[config.mk]
export PLATFORM = sky130hd
export DESIGN_NAME = clock_set_ctrl
export DESIGN_NICKNAME = d
export VERILOG_FILES = /design/src/rtl/clock_set_ctrl.sv
export SDC_FILE = /design/constraint.sdc
export NUM_CORES = 1
export LEC_CHECK = 0
export BUFFER_PORTS_ARGS = -buffer_cell sky130_fd_sc_hd__buf_2
export CORE_UTILIZATION = 40
export DETAILED_ROUTE_END_ITERATION = 6
export HOLD_SLACK_MARGIN = 0.02
export PLACE_DENSITY = 0.6
export SETUP_SLACK_MARGIN = 0.3
export SLEW_MARGIN = 20
export SYNTH_ARGS = -nofsm -noshare
export SYNTH_HDL_FRONTEND = slang
export SYNTH_SLANG_ARGS = --single-unit
export TNS_END_PERCENT = 10
[constraint.sdc]
create_clock -name clk -period 1.71 [get_ports clk]
set_input_delay 0.342 -clock clk [delete_from_list [all_inputs] [get_ports clk]]
set_output_delay 0.342 -clock clk [all_outputs]
set_load 0.02 [all_outputs]
[src/rtl/clock_set_ctrl.sv]
// clock_set_ctrl
// ---------------------------------------------------------------------------
// This block controls the modes of the min:sec clock datapath.
// It sits between the button conditioner / 1 Hz tick source and the two
// chained mod-60 counters. The block has three modes:
//   - RUN     : time counts on en1hz; edit buttons are ignored.
//   - SET_MIN : btn_inc bumps the minutes, and the minutes field is shown
//               and blinks.
//   - SET_SEC : btn_inc bumps the seconds, and the seconds field is shown
//               and blinks.
// btn_mode cycles RUN -> SET_MIN -> SET_SEC -> RUN.
// A set mode falls back to RUN after TIMEOUT_SEC seconds without any button
// press.
//
// Parameters
//   BLINK_CYCLES : clk cycles per blink half-period (>= 2)
//   TIMEOUT_SEC  : idle seconds before a set mode returns to RUN (1..255)
//
// Ports
//   clk, rst   : rising-edge clock, asynchronous active-high reset
//   en1hz      : one-cycle tick, once per second
//   btn_mode   : single-cycle pulse, advances the mode
//   btn_inc    : single-cycle pulse, increments the selected field
//   btn_clr    : single-cycle pulse, clears the time
//   sw_min     : display select in RUN (0 = seconds, 1 = minutes)
//   sec_cen    : seconds counter count enable (combinational)
//   sec_inc    : registered one-cycle seconds increment pulse
//   min_inc    : registered one-cycle minutes increment pulse
//   clr        : registered one-cycle clear pulse to both counters
//   disp_sel   : displayed field (0 = seconds, 1 = minutes)
//   blank      : 1 = display digits off (blink phase in set modes)
//   mode       : FSM state, 00 RUN / 01 SET_MIN / 10 SET_SEC
//                This output also serves as the state debug port.
//
// There are no valid/ready handshakes in this block. Every input is a
// qualified single-cycle pulse or a level. Every pulse output is high for
// exactly one cycle, and there is no back-pressure.
// ---------------------------------------------------------------------------
module clock_set_ctrl #(
  parameter int BLINK_CYCLES = 25_000_000,
  parameter int TIMEOUT_SEC  = 10
) (
  input  logic       clk,
  input  logic       rst,
  input  logic       en1hz,
  input  logic       btn_mode,
  input  logic       btn_inc,
  input  logic       btn_clr,
  input  logic       sw_min,
  output logic       sec_cen,
  output logic       sec_inc,
  output logic       min_inc,
  output logic       clr,
  output logic       disp_sel,
  output logic       blank,
  output logic [1:0] mode
);

  typedef enum logic [1:0] {
    ST_RUN     = 2'b00,
    ST_SET_MIN = 2'b01,
    ST_SET_SEC = 2'b10
  } state_e;

  localparam int              BW           = $clog2(BLINK_CYCLES);
  localparam logic [BW-1:0]   BLINK_LAST   = BW'(BLINK_CYCLES - 1);
  localparam logic [7:0]      TIMEOUT_LAST = 8'(TIMEOUT_SEC);

  state_e        state_q, state_d;
  logic [7:0]    to_cnt_q, to_cnt_d;
  logic [BW-1:0] blink_cnt_q, blink_cnt_d;
  logic          phase_q, phase_d;
  logic          sec_inc_q, sec_inc_d;
  logic          min_inc_q, min_inc_d;
  logic          clr_q, clr_d;

  logic          in_set;
  logic          any_btn;
  logic          timed_out;

  always_ff @(posedge clk or posedge rst) begin
    if (rst) begin
      state_q     <= ST_RUN;
      to_cnt_q    <= 8'd0;
      blink_cnt_q <= '0;
      phase_q     <= 1'b0;
      sec_inc_q   <= 1'b0;
      min_inc_q   <= 1'b0;
      clr_q       <= 1'b0;
    end else begin
      state_q     <= state_d;
      to_cnt_q    <= to_cnt_d;
      blink_cnt_q <= blink_cnt_d;
      phase_q     <= phase_d;
      sec_inc_q   <= sec_inc_d;
      min_inc_q   <= min_inc_d;
      clr_q       <= clr_d;
    end
  end

  always_comb begin
    in_set    = (state_q == ST_SET_MIN) || (state_q == ST_SET_SEC);
    any_btn   = btn_mode | btn_clr | btn_inc;
    // The idle counter is compared as registered. A button pulse in the
    // same cycle as the final en1hz clears the counter, so the compare
    // never becomes true for that tick.
    timed_out = in_set && (to_cnt_q == TIMEOUT_LAST);

    // Next state
    state_d = state_q;
    case (state_q)
      ST_RUN:     if (btn_mode) state_d = ST_SET_MIN;
      ST_SET_MIN: begin
        if (timed_out)     state_d = ST_RUN;
        else if (btn_mode) state_d = ST_SET_SEC;
      end
      ST_SET_SEC: if (timed_out || btn_mode) state_d = ST_RUN;
      default:    state_d = ST_RUN;
    endcase

    // Edit pulses are decoded with the priority mode > clr > inc.
    // A pulse that loses is dropped, not queued.
    clr_d     = in_set && !btn_mode && btn_clr;
    min_inc_d = (state_q == ST_SET_MIN) && !btn_mode && !btn_clr && btn_inc;
    sec_inc_d = (state_q == ST_SET_SEC) && !btn_mode && !btn_clr && btn_inc;

    // Idle timeout counter
    to_cnt_d = to_cnt_q;
    if (!in_set || any_btn) to_cnt_d = 8'd0;
    else if (en1hz)         to_cnt_d = to_cnt_q + 8'd1;

    // The blink counter restarts on any edit, so the field stays visible
    // for a full half-period after each press.
    blink_cnt_d = blink_cnt_q;
    phase_d     = phase_q;
    if (!in_set || any_btn) begin
      blink_cnt_d = '0;
      phase_d     = 1'b0;
    end else if (blink_cnt_q == BLINK_LAST) begin
      blink_cnt_d = '0;
      phase_d     = ~phase_q;
    end else begin
      blink_cnt_d = blink_cnt_q + BW'(1);
    end
  end

  // Outputs
  always_comb begin
    sec_cen  = en1hz && (state_q == ST_RUN);
    sec_inc  = sec_inc_q;
    min_inc  = min_inc_q;
    clr      = clr_q;
    blank    = in_set && phase_q;
    mode     = in_set ? state_q : ST_RUN;
    disp_sel = sw_min;
    case (state_q)
      ST_SET_MIN: disp_sel = 1'b1;
      ST_SET_SEC: disp_sel = 1'b0;
      default:    disp_sel = sw_min;
    endcase
  end

endmodule
==> results_dict.tcl <==
set metrics [dict create \
    worst_slew_pin_slew_ps 495 \
    ant_nets 0 \
    wl_um 4570 \
    slew_headroom_pct 67.0 \
    hp-class "primary input to async pin" \
    ys_seq_area_share_pct 46.9 \
    drv_cap 0 \
    path_max_fanout 2 \
    setup_viol 2 \
    synth_top_area_share_pct 46.9 \
    core.rowCount 25 \
    crit_required_ps 1370 \
    vias 1760 \
    syn_area_per_cell_um2 9.68 \
    rsz0062_at_grt "true" \
    synth_top_area_cell "dfrtp_1" \
    grt_first_pass_wirelength_um 7830 \
    cp-start-kind "register" \
    synth-seq-cells 39 \
    synth_edf_count 0 \
    fin_cells 335 \
    irDropWorstVdd_mv 0.813 \
    htree_levels 2 \
    port-buffer-count 14 \
    path_delay_family "flip-flops" \
    final_max_slew_viol_count 0 \
    period_minus_slack_ps 1770 \
    dp_hpwl_um 3080 \
    drt_iter0_drc 61 \
    hold_slack_ps 152 \
    holdBufCountCts 0 \
    wire_per_inst_um 13.6 \
    io_pins 15 \
    violations "negative setup slack" \
    grt_pass1_vias 1759 \
    cts_tree "built" \
    root_buffer "clkbuf_8" \
    num_antenna_cells 0 \
    power.leakage_uw 0.00117 \
    crit_buf_inv 2 \
    dp_cells 323 \
    finalHoldViolCount 0 \
    fin_ws_ps -64.6 \
    fin_skew_ps 5.29 \
    ys_types 38 \
    cp.arrival_ps 1430 \
    cts_inserted_buffers 5 \
    cp_slowest_cell "dfrtp_1" \
    ys_top_cells_by_count "dfrtp_1 (39), nor2_1 (25), nand4_1 (16)" \
    route.detailed.drc 0 \
    syn_nets 231 \
    async_flop_share_pct 100 \
    worstSetupPathType "register to output pin" \
    postSynthCellCount 215 \
    synth_area_leaders "dfrtp_1 (47%), ha_1 (5.4%), nand4_1 (4.8%), xor2_1 (4.6%), nor2_1 (4.5%)" \
    ys_warn_count 0 \
    synth_top_flop_cell "dfrtp_1" \
    die_height_um 74.1 \
    nets 284 \
    status "complete, but fails checks" \
    antenna_found_initial 0 \
    grt_max_degree 40 \
    track_usage_pct 18.5 \
    synth_most_common_cell "dfrtp_1" \
    crit_path_max_incr_delay_ps 380 \
    routabilityCongestion 0.723 \
    dieWidth_um 74.1 \
    p_per_area_mw_per_mm2 850 \
    cts.sinks 39 \
    grt-ovfl-total 0 \
    syn-cell-area_mm2 0.00208 \
    worstSkewPairLatency_ps 290 \
    viasPerCell 5.25 \
    max_freq_mhz 564 \
    dr.pass1.iters 4 \
    syn2layout_area_growth_pct 37.0 \
    die-area_mm2 0.00550 \
    start_util_pct 42.7 \
    drive_gt1_share_pct 41.8 \
    core_area_mm2 0.00488 \
    period_share_pct 104 \
    cts_buffer_depth 2 \
    r2r_slack_ps 10 \
    path_clk_slew_ps 80 \
    path_cells "inv_2 -> ha_4 -> mux2_4 -> buf_6" \
    cp-end-kind "output pin" \
]
metal layers:
layer	GRT usage, %	wire length (um)
met4	3.85	33
met1	23.1	2120
met3	4.07	117
met5	0	0
met2	32.9	2310
power breakdown:
part / leakage [uW] / switching [uW] / internal (uW)
Sequential: 0.000541 / 22.9 / 959
Clock: 0.0000470 / 308 / 316
Combinational: 0.000577 / 405 / 413
through the flow:
step | instance area, um^2 | TNS [ps] | utilization (%) | worst slack, ps | power (uW)
after floorplan | 2120 | 0 | - | 4.34 | 1370
after global placement | 2490 | -3.71 | 51.0 | -3.35 | 1560
after detailed placement | 2490 | -115 | 51.0 | -38.5 | 1570
after CTS | 2790 | -91.5 | 57.2 | -60.0 | 2400
after global routing | 2850 | -880 | 58.5 | -99.3 | 2550
final | 2850 | -88.2 | 58.5 | -64.6 | 2420
final cells by class:
class	instances	area [um^2]
clock buffer	6	82.6
clock inverter	1	5.00
fill	470	2030
inverter	7	26.3
multi-input combinational	160	1250
sequential	39	976
tap	67	83.8
timing repair buffer	55	433
flip-flops by register name, indices dropped and copies added (netlist names):
register and count:
state_q 2, to_cnt_q 8, min_inc 1, sec_inc 1, blink_cnt_q 25, clr 1, phase_q 1
layout by cell type, fill, tap and decap left out, drive strengths merged:
cell and instances:
o21ai 7, or4 7, o31ai 6, buf 55, a31o 1, or2 1
a21bo 1, clkinv 1, a21oi 15, and3 6, nand2 14, o21bai 2
and4 3, nor3 2, ha 9, nor4b 2, a41oi 1, a22o 1
clkbuf 6, or3 8, mux2 2, a211oi 1, xor2 11, and2 3
nor2 25, inv 7, nor4 2, xnor2 5, nand4 16, dfrtp 39
nand3 6, nor2b 1, nand3b 2
final timing paths:
kind                                          start                        to  depth (start not counted)
setup / recovery             state_q[1]$_DFFE_PP0P_                  disp_sel                          4
hold reg to reg            blink_cnt_q[0]$_DFF_PP0_  blink_cnt_q[0]$_DFF_PP0_                          2
min in group clk                           btn_mode             clr$_DFF_PP0_                          2
setup reg to reg           blink_cnt_q[0]$_DFF_PP0_       phase_q$_DFFE_PP0P_                          5
max in group asynchronous                       rst  blink_cnt_q[9]$_DFF_PP0_                          3
hold / removal                                  rst    state_q[0]$_DFFE_PP0P_                          3
repair_timing:
item                       CTS  global route
hold endpoints to repair     0             0
setup endpoints to repair   32            33
pin swaps                   15            10
resized for setup           52             9
buffers inserted             3             2
tightest hold or removal path, cell delays in order:
cell and delay (ps):
buf_2 90, inv_1 40, buf_4 410
logic make-up (layout without fill, tap and decap cells):
kind of cell / count (synthesis) / in the layout / synth area share (%)
AO/OA/AOI/OAI: 35 / 35 / 10.6
XOR/XNOR: 16 / 16 / 6.73
adder cells (fa/ha/maj): 9 / 9 / 5.41
buffers and inverters: 16 / 69 / 3.43
flip-flops: 39 / 39 / 46.9
multiplexers: 2 / 2 / 1.08
AND/OR/NAND/NOR: 98 / 98 / 25.8
(Power assumes the default switching activity.)
